===== src/rtl/puf_pkg.sv =====
// Shared definitions for the ring-oscillator pair comparator: FSM state
// encoding, default widths and a small elaboration-time helper.
package puf_pkg;

    // Default widths of the challenge index and of each edge counter.
    localparam int SEL_W_DEF = 4;
    localparam int CNT_W_DEF = 16;

    // Comparison sequence: settle/count on oscillator A, then on B, then report.
    typedef enum logic [2:0] {
        ST_IDLE     = 3'd0,
        ST_SETTLE_A = 3'd1,
        ST_COUNT_A  = 3'd2,
        ST_SETTLE_B = 3'd3,
        ST_COUNT_B  = 3'd4,
        ST_DONE     = 3'd5
    } state_t;

    // Larger of two integers; used to size the shared phase timer.
    function automatic int max_int(input int a, input int b);
        return (a > b) ? a : b;
    endfunction

endpackage


===== src/rtl/edge_sync.sv =====
// Two-flop synchronizer for an asynchronous input followed by a
// rising-edge detector working on the synchronized signal.
module edge_sync (
    input  logic clk,
    input  logic rst,
    input  logic d,
    output logic rise
);

    logic meta_reg;
    logic sync_reg;
    logic prev_reg;

    // Synchronizer chain plus one extra stage holding the previous sample.
    always_ff @(posedge clk) begin
        if (rst) begin
            meta_reg <= 1'b0;
            sync_reg <= 1'b0;
            prev_reg <= 1'b0;
        end else begin
            meta_reg <= d;
            sync_reg <= meta_reg;
            prev_reg <= sync_reg;
        end
    end

    // One-cycle pulse on every low-to-high transition of the synchronized input.
    assign rise = sync_reg & ~prev_reg;

endmodule


===== src/rtl/ro_pair_compare.sv =====
// Ring-oscillator PUF cell: selects two oscillators in turn through an
// external mux, counts the rising edges of each over a fixed window and
// reports which one is faster.
module ro_pair_compare
    import puf_pkg::*;
#(
    parameter int SEL_W  = SEL_W_DEF,
    parameter int CNT_W  = CNT_W_DEF,
    parameter int WINDOW = 64,
    parameter int SETTLE = 4
) (
    input  logic             clk,
    input  logic             rst,
    input  logic             start,
    input  logic [SEL_W-1:0] chal_a,
    input  logic [SEL_W-1:0] chal_b,
    output logic [SEL_W-1:0] sel,
    input  logic             ro_in,
    output logic             busy,
    output logic             done,
    output logic             resp,
    output logic [CNT_W-1:0] cnt_a,
    output logic [CNT_W-1:0] cnt_b
);

    // One down-counter times every settle and count phase, so it must hold
    // the larger of the two phase lengths.
    localparam int TMR_MAX = max_int(SETTLE, WINDOW);
    localparam int TMR_W   = $clog2(TMR_MAX + 1);

    localparam logic [TMR_W-1:0] SETTLE_LOAD = TMR_W'(SETTLE - 1);
    localparam logic [TMR_W-1:0] WINDOW_LOAD = TMR_W'(WINDOW - 1);
    localparam logic [CNT_W-1:0] CNT_MAX     = {CNT_W{1'b1}};

    state_t           state_reg;
    logic [TMR_W-1:0] timer_reg;
    logic [SEL_W-1:0] chal_a_reg;
    logic [SEL_W-1:0] chal_b_reg;
    logic [SEL_W-1:0] sel_reg;
    logic [CNT_W-1:0] cnt_a_reg;
    logic [CNT_W-1:0] cnt_b_reg;
    logic             busy_reg;
    logic             done_reg;
    logic             resp_reg;
    logic             ro_rise;
    logic             timer_zero;

    // ro_in is asynchronous to clk; only synchronized rising edges are counted.
    edge_sync u_edge_sync (
        .clk  (clk),
        .rst  (rst),
        .d    (ro_in),
        .rise (ro_rise)
    );

    assign timer_zero = (timer_reg == '0);

    // Sequencer, shared phase timer, saturating edge counters and result.
    always_ff @(posedge clk) begin
        if (rst) begin
            state_reg  <= ST_IDLE;
            timer_reg  <= '0;
            chal_a_reg <= '0;
            chal_b_reg <= '0;
            sel_reg    <= '0;
            cnt_a_reg  <= '0;
            cnt_b_reg  <= '0;
            busy_reg   <= 1'b0;
            done_reg   <= 1'b0;
            resp_reg   <= 1'b0;
        end else begin
            done_reg <= 1'b0;
            case (state_reg)
                ST_IDLE: begin
                    // sel keeps its last value while idle.
                    if (start) begin
                        chal_a_reg <= chal_a;
                        chal_b_reg <= chal_b;
                        sel_reg    <= chal_a;
                        cnt_a_reg  <= '0;
                        cnt_b_reg  <= '0;
                        timer_reg  <= SETTLE_LOAD;
                        busy_reg   <= 1'b1;
                        state_reg  <= ST_SETTLE_A;
                    end
                end

                ST_SETTLE_A: begin
                    // Mux output and synchronizer settle; edges are discarded.
                    sel_reg <= chal_a_reg;
                    if (timer_zero) begin
                        timer_reg <= WINDOW_LOAD;
                        state_reg <= ST_COUNT_A;
                    end else begin
                        timer_reg <= timer_reg - 1'b1;
                    end
                end

                ST_COUNT_A: begin
                    sel_reg <= chal_a_reg;
                    if (ro_rise && (cnt_a_reg != CNT_MAX)) begin
                        cnt_a_reg <= cnt_a_reg + 1'b1;
                    end
                    if (timer_zero) begin
                        sel_reg   <= chal_b_reg;
                        timer_reg <= SETTLE_LOAD;
                        state_reg <= ST_SETTLE_B;
                    end else begin
                        timer_reg <= timer_reg - 1'b1;
                    end
                end

                ST_SETTLE_B: begin
                    sel_reg <= chal_b_reg;
                    if (timer_zero) begin
                        timer_reg <= WINDOW_LOAD;
                        state_reg <= ST_COUNT_B;
                    end else begin
                        timer_reg <= timer_reg - 1'b1;
                    end
                end

                ST_COUNT_B: begin
                    sel_reg <= chal_b_reg;
                    if (ro_rise && (cnt_b_reg != CNT_MAX)) begin
                        cnt_b_reg <= cnt_b_reg + 1'b1;
                    end
                    if (timer_zero) begin
                        state_reg <= ST_DONE;
                    end else begin
                        timer_reg <= timer_reg - 1'b1;
                    end
                end

                ST_DONE: begin
                    // Both counts are final here; a tie reports 0.
                    sel_reg   <= chal_b_reg;
                    resp_reg  <= (cnt_a_reg > cnt_b_reg);
                    done_reg  <= 1'b1;
                    busy_reg  <= 1'b0;
                    state_reg <= ST_IDLE;
                end

                default: begin
                    busy_reg  <= 1'b0;
                    state_reg <= ST_IDLE;
                end
            endcase
        end
    end

    assign sel   = sel_reg;
    assign busy  = busy_reg;
    assign done  = done_reg;
    assign resp  = resp_reg;
    assign cnt_a = cnt_a_reg;
    assign cnt_b = cnt_b_reg;

endmodule


===== config.mk =====
export PLATFORM = sky130hd
export DESIGN_NAME = ro_pair_compare
export DESIGN_NICKNAME = d
export VERILOG_FILES = /design/src/rtl/puf_pkg.sv /design/src/rtl/edge_sync.sv /design/src/rtl/ro_pair_compare.sv
export SDC_FILE = /design/constraint.sdc
export NUM_CORES = 1
export LEC_CHECK = 0
export CAP_MARGIN = 20
export CORE_ASPECT_RATIO = 0.75
export CORE_MARGIN = 2
export CORE_UTILIZATION = 35
export CTS_BUF_LIST = sky130_fd_sc_hd__clkbuf_2
export CTS_CLUSTER_DIAMETER = 200
export DETAILED_ROUTE_END_ITERATION = 16
export GPL_TIMING_DRIVEN = 0
export PLACE_DENSITY_LB_ADDON = 0.15
export SLEW_MARGIN = 20
export SYNTH_ARGS = -nofsm -noshare
export SYNTH_HDL_FRONTEND = slang
export SYNTH_HIERARCHICAL = 1
export SYNTH_SLANG_ARGS = --single-unit

===== constraint.sdc =====
create_clock -name clk -period 2.32 [get_ports clk]
set_input_delay 0.464 -clock clk [delete_from_list [all_inputs] [get_ports clk]]
set_output_delay 0.464 -clock clk [all_outputs]
set_load 0.005 [all_outputs]

After elaboration in Yosys (flattened, before gate mapping)
Index checks and enable logic that the tools add are counted.

Bitwise gates (word level): 3. Add/sub/neg operators: 3. Reduce and logical (&&, ||, !) cells: 18. Order comparisons: 1. Equal/unequal tests: 15. Multiplexer cells: 22.

Operator list (number): $pmux 16 s2 (2); $mux 16 (3); $add 16x1->16 const B (2); $ne 16x16->1 const B (2); $mux 7 (4); $pmux 7 s4 (1); $gt 16x16->1 (1); $ne 2x2->1 const B (8); $pmux 4 s4 (1); $mux 3 (5); $pmux 3 s5 (1); $reduce_and 3->1 (3); $mux 4 (2); $reduce_bool 4->1 (2); $logic_not 7->1 (1); $sub 7x1->7 const B (1); $eq 3x2->1 const B (2); $eq 3x3->1 const B (2); $reduce_and 2->1 (3); $reduce_and 5->1 (1); $reduce_bool 2->1 (2); $reduce_or 4->1 (1); $eq 3x1->1 const B (1); $logic_not 3->1 (1); 7 further kinds (10).

Word-level logic and storage cells: 75. Input port bits: 12. Output and inout port bits: 39. Bits in registers: 60.

Longest topological paths before layout
Gate-level depths: netlist (run 1).

Word-level depth: 5. Gate-level depth with buffers: 8.

Hierarchy
Netlist (run 1), hierarchy kept.

By module, submodules not included: ro_pair_compare (sequential area each 1141.1 µm², area an instance 3468.3 µm², times used 1, cells an instance 414); edge_sync (sequential area each 60.1 µm², area an instance 87.6 µm², times used 1, cells an instance 7).

Least setup slack after synthesis (run 1)
No wires, ideal clock.

Path kind: flip-flop to flip-flop. From: register cnt_b_reg[13] (netlist: cnt_b[13]). To: register resp_reg (netlist: resp). Arrival: 1.654 ns. Stages on the path, launching flop included: 8. Setup slack: 0.565 ns. Library setup time: 0.101 ns. Period minus slack after synthesis: 1.755 ns. Cell sequence: dfxtp_1 inv_1 ha_1 nand4_1 or3_1 a211oi_1 nor4_1 o41ai_1.

Cells in the longest elaborated chain, start to end: 1.

RTL lines: start, declared (line ro_pair_compare.sv:41) `logic [CNT_W-1:0] cnt_b_reg;`; start signal, assigned (line ro_pair_compare.sv:126) `cnt_b_reg <= cnt_b_reg + 1'b1;`; $gt 16x16->1 (line ro_pair_compare.sv:138) `resp_reg <= (cnt_a_reg > cnt_b_reg);`; end signal, assigned (line ro_pair_compare.sv:138); end, declared (line ro_pair_compare.sv:44) `logic resp_reg;`.

No other way between the ends. A chain may end at the register's enable or synchronous reset.

Worst setup path in the final report (run 1)
Ends and elaborated chain as after synthesis.

==> run summary, run 1 <==
Worst-Margin Slew - 0.585 ns
Worst-path cell chain - inv_1, ha_1, nand4_1, or3_1, a211oi_1, nor4_1, o41ai_1
Nets - 513
Starting Density - 36.4%
DR iter-0 viols - 181
CTS resizes - 0
Max stage delay on crit path - 0.45 ns
WL final - 9.29 mm
Number of diodes - 0
First-pass iteration count of the detailed router - 4
Leading area contributor after synthesis - dfxtp_1
Clock share of power - 24.4%
Highest metal used - met4
I/O Pins - 51
Post-synthesis net count - 453
Final Non-Filler Cells - 618
Synthesized flop and latch total - 60
Post-Syn Instances - 421
Switch Pwr - 0.000964 W
Fin util - 44.2%
Area share of the largest cell type after synthesis - 33.8%
Die Span Y - 91.3 µm
Yosys cell types - 65
Met3 WL - 456 µm
CP top delay family - simple AND/OR/NAND/NOR gates
DR vias - 3216
CP startpoint kind - flip-flop
Post-synth EDFFs - 0
Clock root buffer master - clkbuf_2
Sequential Power Share - 44.0%
Synthesis-to-finish area growth - 21.5%
Top-count cell post-synth - dfxtp_1
Final ANT Viol Nets - 0
Ratio of cells with drive above 1 in the final layout - 11.3%
Top FF cell, synth - dfxtp_1
CTS clk-pin slew, worst paths - 0.18 ns
WS Path Type - flip-flop to flip-flop
Syn_area_per_cell - 8.45 µm²
FFs w/ async S/R, synth - 0%
Crit share post-route - 89.1%
Post-DP HPWL - 7.08 mm
Die Area - 0.0110 mm²
Post-CTS Setup Repair Bufs - 0
Largest cells by area after synthesis - dfxtp_1, ha_1, xnor2_1
Slew margin rel. - 60.7%
Clock Tree Buf Depth - 2
Total grt overflow - 0
Endpoints failing setup - 0
Register area share after synthesis - 33.8%
Critical path required time - 2.73 ns
Placed cell count - 602
Max VDD drop - 0.000287 V
WHS - 0.473 ns
P_leak - 1.47 nW
Logic pwr share - 31.6%
CTS buffer count - 9
Worst-Skew Late Latency - 0.50 ns
Pins Over Slew Limit - 0
Status - finished, final reports clean
Clock skew - 0.0199 ns
Net Sw Frac - 35.9%
Rows - 31
Post-synthesis cell area - 0.00356 mm²
WL met2 - 3.66 mm
Final min period - 2.07 ns
Initial antenna violation count - 0
Crit path DAT - 2.48 ns
Aggregate global-route resource usage - 17.6%
Wire per inst - 15.0 µm
M1 wire length - 5.09 mm
CTS tree - done
RSZ-0062 raised after global routing - no
IO Port Bufs - 49
Htree depth - 3
Routability cong. - 0.850
Tot Pwr - 0.00269 W
Top cells by count, synth - dfxtp_1, nand2_1, nor2_1
Post-DR vias/cell - 5.20
Core footprint - 0.00977 mm²
Power Dens Cells - 622 mW/mm²
Max-cap violations - 0
First-pass GRT wire length - 15.2 mm
Critical path buffers and inverters - 1
Largest net degree at the start of global routing - 11
Highest Clock Rate - 484 MHz
CP max FO - 5
Ys Warns - 6
Int Pwr - 0.00172 W
CP endpoint kind - flip-flop
Vias in the first global route - 2958
Chip Width - 120 µm
CTS Hold Buffers Added - 0
Hold WC Path Type - input pin to flip-flop
Final Hold Viols - 0
Slowest cell on the critical path - dfxtp_1
DR DRC count - 0
Setup Total Neg Slack - 0 ns
Clock sinks - 60
## layout make-up
type	instances	area, µm²
Fill cell	1033	5450
Sequential cell	60	1200
Inverter	19	71.3
Multi-Input combinational cell	324	2180
Timing Repair Buffer	49	490
Clock inverter	5	52.6
Buffer	18	103
Clock buffer	11	55.1
Tap cell	132	165
## per-layer routing
metal / GRT usage, % / vias to the layer above
li1: - / 1643
met1: 26.4 / 1512
met2: 24.0 / 54
met3: 5.78 / 7
met4: 3.68 / 0
met5: 0 / -
## tightest hold or removal path: stages
cell	delay (ns)
clkdlybuf4s50_1	0.39
nand2_1	0.05
a21oi_1	0.05
## logic make-up (layout without fill, tap and decap cells)
group / count (synthesis) / count (layout) / synth area share [%]
AOI/OAI and AO/OA: 84 / 84 / 16.3
xor gates and xnor gates: 25 / 25 / 6.16
adders and majority gates: 20 / 20 / 7.04
buffers and inverters: 37 / 102 / 4.89
DFF: 60 / 60 / 33.8
muxes: 11 / 11 / 3.27
and+or+nand+nor: 184 / 184 / 28.6
## worst paths after layout
check / start / endpoint / slack, ns / cells past startpoint
max: cnt_b[13]$_SDFFE_PP0P_ / resp$_SDFFE_PP0N_ / 0.25 / 7
min reg2reg: u_edge_sync/meta_reg$_SDFF_PP0_ / u_edge_sync/sync_reg$_SDFF_PP0_ / 0.48 / 1
min: chal_b[2] / chal_b_reg[2]$_SDFFE_PP0P_ / 0.47 / 3
max reg2reg: cnt_b[13]$_SDFFE_PP0P_ / resp$_SDFFE_PP0N_ / 0.25 / 7
## layout by cell type (no fill, tap or decap), types with 12 or more instances in the layout
| cell type | n |
|---|---|
| clkdlybuf4s50_1 | 49 |
| ha_1 | 20 |
| xnor2_1 | 23 |
| o21ai_0 | 12 |
| nor2_1 | 37 |
| dfxtp_1 | 60 |
| nand2_1 | 46 |
| inv_1 | 19 |
| a21oi_1 | 29 |
| nor3_1 | 14 |
## stage by stage
stage / setup WS [ns] / instance area, µm²
2_1_floorplan: 0.565 / 3560
3_3_place_gp: 0.00149 / 4210
3_5_place_dp: 0.0169 / 4210
4_1_cts: 0.177 / 4320
5_1_grt: 0.0732 / 4320
6_report: 0.254 / 4320
## power groups by stage
stage          registers, W  clock network (W)  logic, W
2_1_floorplan       0.00119                  0  0.000618
3_3_place_gp        0.00120                  0  0.000828
3_5_place_dp        0.00120                  0  0.000841
4_1_cts             0.00118           0.000686  0.000845
5_1_grt             0.00120           0.000733  0.000944
6_report            0.00118           0.000656  0.000850
No activity file was read; power rests on OpenSTA's default activity.
==> run 2, diff against run 1 <==
--- a/config.mk
+++ b/config.mk
@@ -6,7 +6,7 @@
 export NUM_CORES = 1
 export LEC_CHECK = 0
 export CAP_MARGIN = 20
-export CORE_ASPECT_RATIO = 0.75
+export CORE_ASPECT_RATIO = 2
 export CORE_MARGIN = 2
 export CORE_UTILIZATION = 35
 export CTS_BUF_LIST = sky130_fd_sc_hd__clkbuf_2
==> run 2 against run 1 <==
Compared with the run above: design area is 0.12% lower; critical endpoint is now cnt_b[9]; highest routed layer unchanged; clock-buffer cell count is 1 lower; routed wire length is 5.6% higher; sequential share of layout area hardly changed; largest power group unchanged.
==> run summary, run 2 (synthesis gave the netlist of run 1 again) <==
Power Dens Cells - 618 mW/mm² (-0.68%)
CTS Hold Buffers Added - 0 (unchanged)
Ratio of cells with drive above 1 in the final layout - 10.3% (-0.99 points)
Placed cell count - 605 (+0.50%)
Synthesis-to-finish area growth - 21.4%
Highest Clock Rate - 474 MHz (-2.1%)
Final Hold Viols - 0 (unchanged)
Crit path DAT - 1.65 ns (-0.83 ns)
Clock Tree Buf Depth - 2 (unchanged)
Clock root buffer master - clkbuf_2
Total grt overflow - 0 (unchanged)
Tot Pwr - 0.00267 W (-0.79%)
Core footprint - 0.0100 mm² (+2.5%)
CP max FO - 7 (+2)
Die Area - 0.0110 mm² (+0.37%)
WHS - 0.445 ns (-0.0283 ns)
Htree depth - 3 (unchanged)
FILL cells - 1066 (+3.2%)
Pre-CTS setup slack - -0.0515 ns (-0.0684 ns)
Max stage delay on crit path - 0.57 ns (+0.12 ns)
DR DRC count - 0 (unchanged)
RSZ-0062 raised after global routing - no
Sequential Area - 0.00120 mm² (unchanged)
Post-DR vias/cell - 5.33 (+2.4%)
Clock sinks - 60 (unchanged)
Wire per inst - 15.8 µm (+5.2%)
Starting Density - 35.5% (-0.89 points)
Crit share post-route - 91.0% (+1.9 points)
Worst-path cell chain - clkdlybuf4s50_1
Int Pwr - 0.00171 W (-0.95%)
Critical path required time - 1.86 ns (-0.87 ns)
CP startpoint kind - flip-flop
Final ANT Viol Nets - 0 (unchanged)
Final min period - 2.11 ns (+0.0449 ns)
Initial antenna violation count - 1 (+1)
Chip Width - 75.3 µm (-37%)
Critical path buffers and inverters - 1 (unchanged)
Nets - 513 (unchanged)
DR iter-0 viols - 155 (-14%)
IO Port Bufs - 49 (unchanged)
CP top delay family - buffers and inverters
Final Non-Filler Cells - 620 (+0.32%)
Net Sw Frac - 36.0% (+0.11 points)
Status - finished, final reports clean
Max-cap violations - 0 (unchanged)
Hold WC Path Type - input pin to flip-flop
Logic pwr share - 32.0% (+0.4 points)
Die Span Y - 147 µm (+61%)
Post-route design area - 0.00432 mm² (-0.12%)
Post-CTS Setup Repair Bufs - 0 (unchanged)
CTS resizes - 0 (unchanged)
First-pass GRT wire length - 16.1 mm (+5.9%)
PnR worst setup slack - 0.209 ns (-0.0449 ns)
Pins Over Slew Limit - 0 (unchanged)
WL final - 9.80 mm (+5.6%)
CP Depth - 1 (-6)
Max VDD drop - 0.000408 V (+42%)
Clock skew - 0.0250 ns (+0.00514 ns)
Clock share of power - 23.8% (-0.6 points)
Worst-Margin Slew - 0.658 ns (+0.0732 ns)
Endpoints failing setup - 0 (unchanged)
CTS clk-pin slew, worst paths - 0.19 ns (about the same)
Post-DP HPWL - 7.63 mm (+7.8%)
P_leak - 1.47 nW (-0.50%)
Worst reg2reg path depth - 7 (unchanged)
DR vias - 3304 (+2.7%)
Multi-input logic area - 0.00219 mm² (+0.17%)
CTS buffer count - 9 (unchanged)
First-pass iteration count of the detailed router - 5 (+1)
Sequential Power Share - 44.3% (+0.3 points)
WS Path Type - flip-flop to output pin
Worst-Skew Late Latency - 0.54 ns (+0.04 ns)
Aggregate global-route resource usage - 19.1% (+1.6 points)
Routability cong. - 0.881 (+3.6%)
Leading cell type in the layout, fill and taps excluded - dfxtp_1
Slowest cell on the critical path - clkdlybuf4s50_1
Rows - 52 (+68%)
Largest net degree at the start of global routing - 11 (unchanged)
CP endpoint kind - output pin
Switch Pwr - 0.000960 W (-0.50%)
Hold path cells - 3 (unchanged)
Vias in the first global route - 3432 (+16%)
Commonest non-fill, non-tap cells in the layout - dfxtp_1, clkdlybuf4s50_1, nand2_1
I/O Pins - 51 (unchanged)
Slew margin rel. - 55.7% (-4.9 points)
Placed cell area - 0.00422 mm² (about the same)
CTS tree - done
[run 2: per-layer routing]
metal,vias up,global-route usage (%),routed length (µm)
met3,22,4.55,386
met1,1560,18.7,3640
met5,-,0,0
li1,1634,-,-
met2,88,35.8,5540
met4,0,8.60,240
[run 2: power by group through the flow]
| stage | Sequential (W) | Clock [W] | Combinational (W) |
|---|---|---|---|
| floorplan | 0.00119 | 0 | 0.000618 |
| global placement | 0.00120 | 0 | 0.000839 |
| detailed placement | 0.00120 | 0 | 0.000849 |
| CTS | 0.00118 | 0.000651 | 0.000857 |
| global route | 0.00120 | 0.000700 | 0.000945 |
| finish | 0.00118 | 0.000634 | 0.000853 |
[run 2: path summary, 6_finish.rpt]
path                                   start                               to  slack (ns)
max reg2reg            cnt_a[1]$_SDFFE_PP0P_            cnt_a[7]$_SDFFE_PP0P_        0.29
max                    cnt_b[9]$_SDFFE_PP0P_                         cnt_b[9]        0.21
min                                chal_b[3]       chal_b_reg[3]$_SDFFE_PP0P_        0.44
min reg2reg  u_edge_sync/meta_reg$_SDFF_PP0_  u_edge_sync/sync_reg$_SDFF_PP0_        0.47
[run 2: final cells by class]
cell class | instances | area share [%]
antenna | 1 | 0.0580
buffer | 18 | 2.38
clock buffer | 10 | 1.16
inverter | 19 | 1.65
timing repair buffer | 49 | 11.4
sequential | 60 | 27.8
multi-input combinational | 324 | 50.7
tap | 135 | 3.91
clock inverter | 4 | 0.986
[run 2: per-stage QoR]
stage	TNS [ns]	util, %
after global placement	-0.102	42.1
after CTS	0	43.0
after global routing	0	43.1
final	0	43.1
after floorplan	0	-
after detailed placement	-0.111	42.1
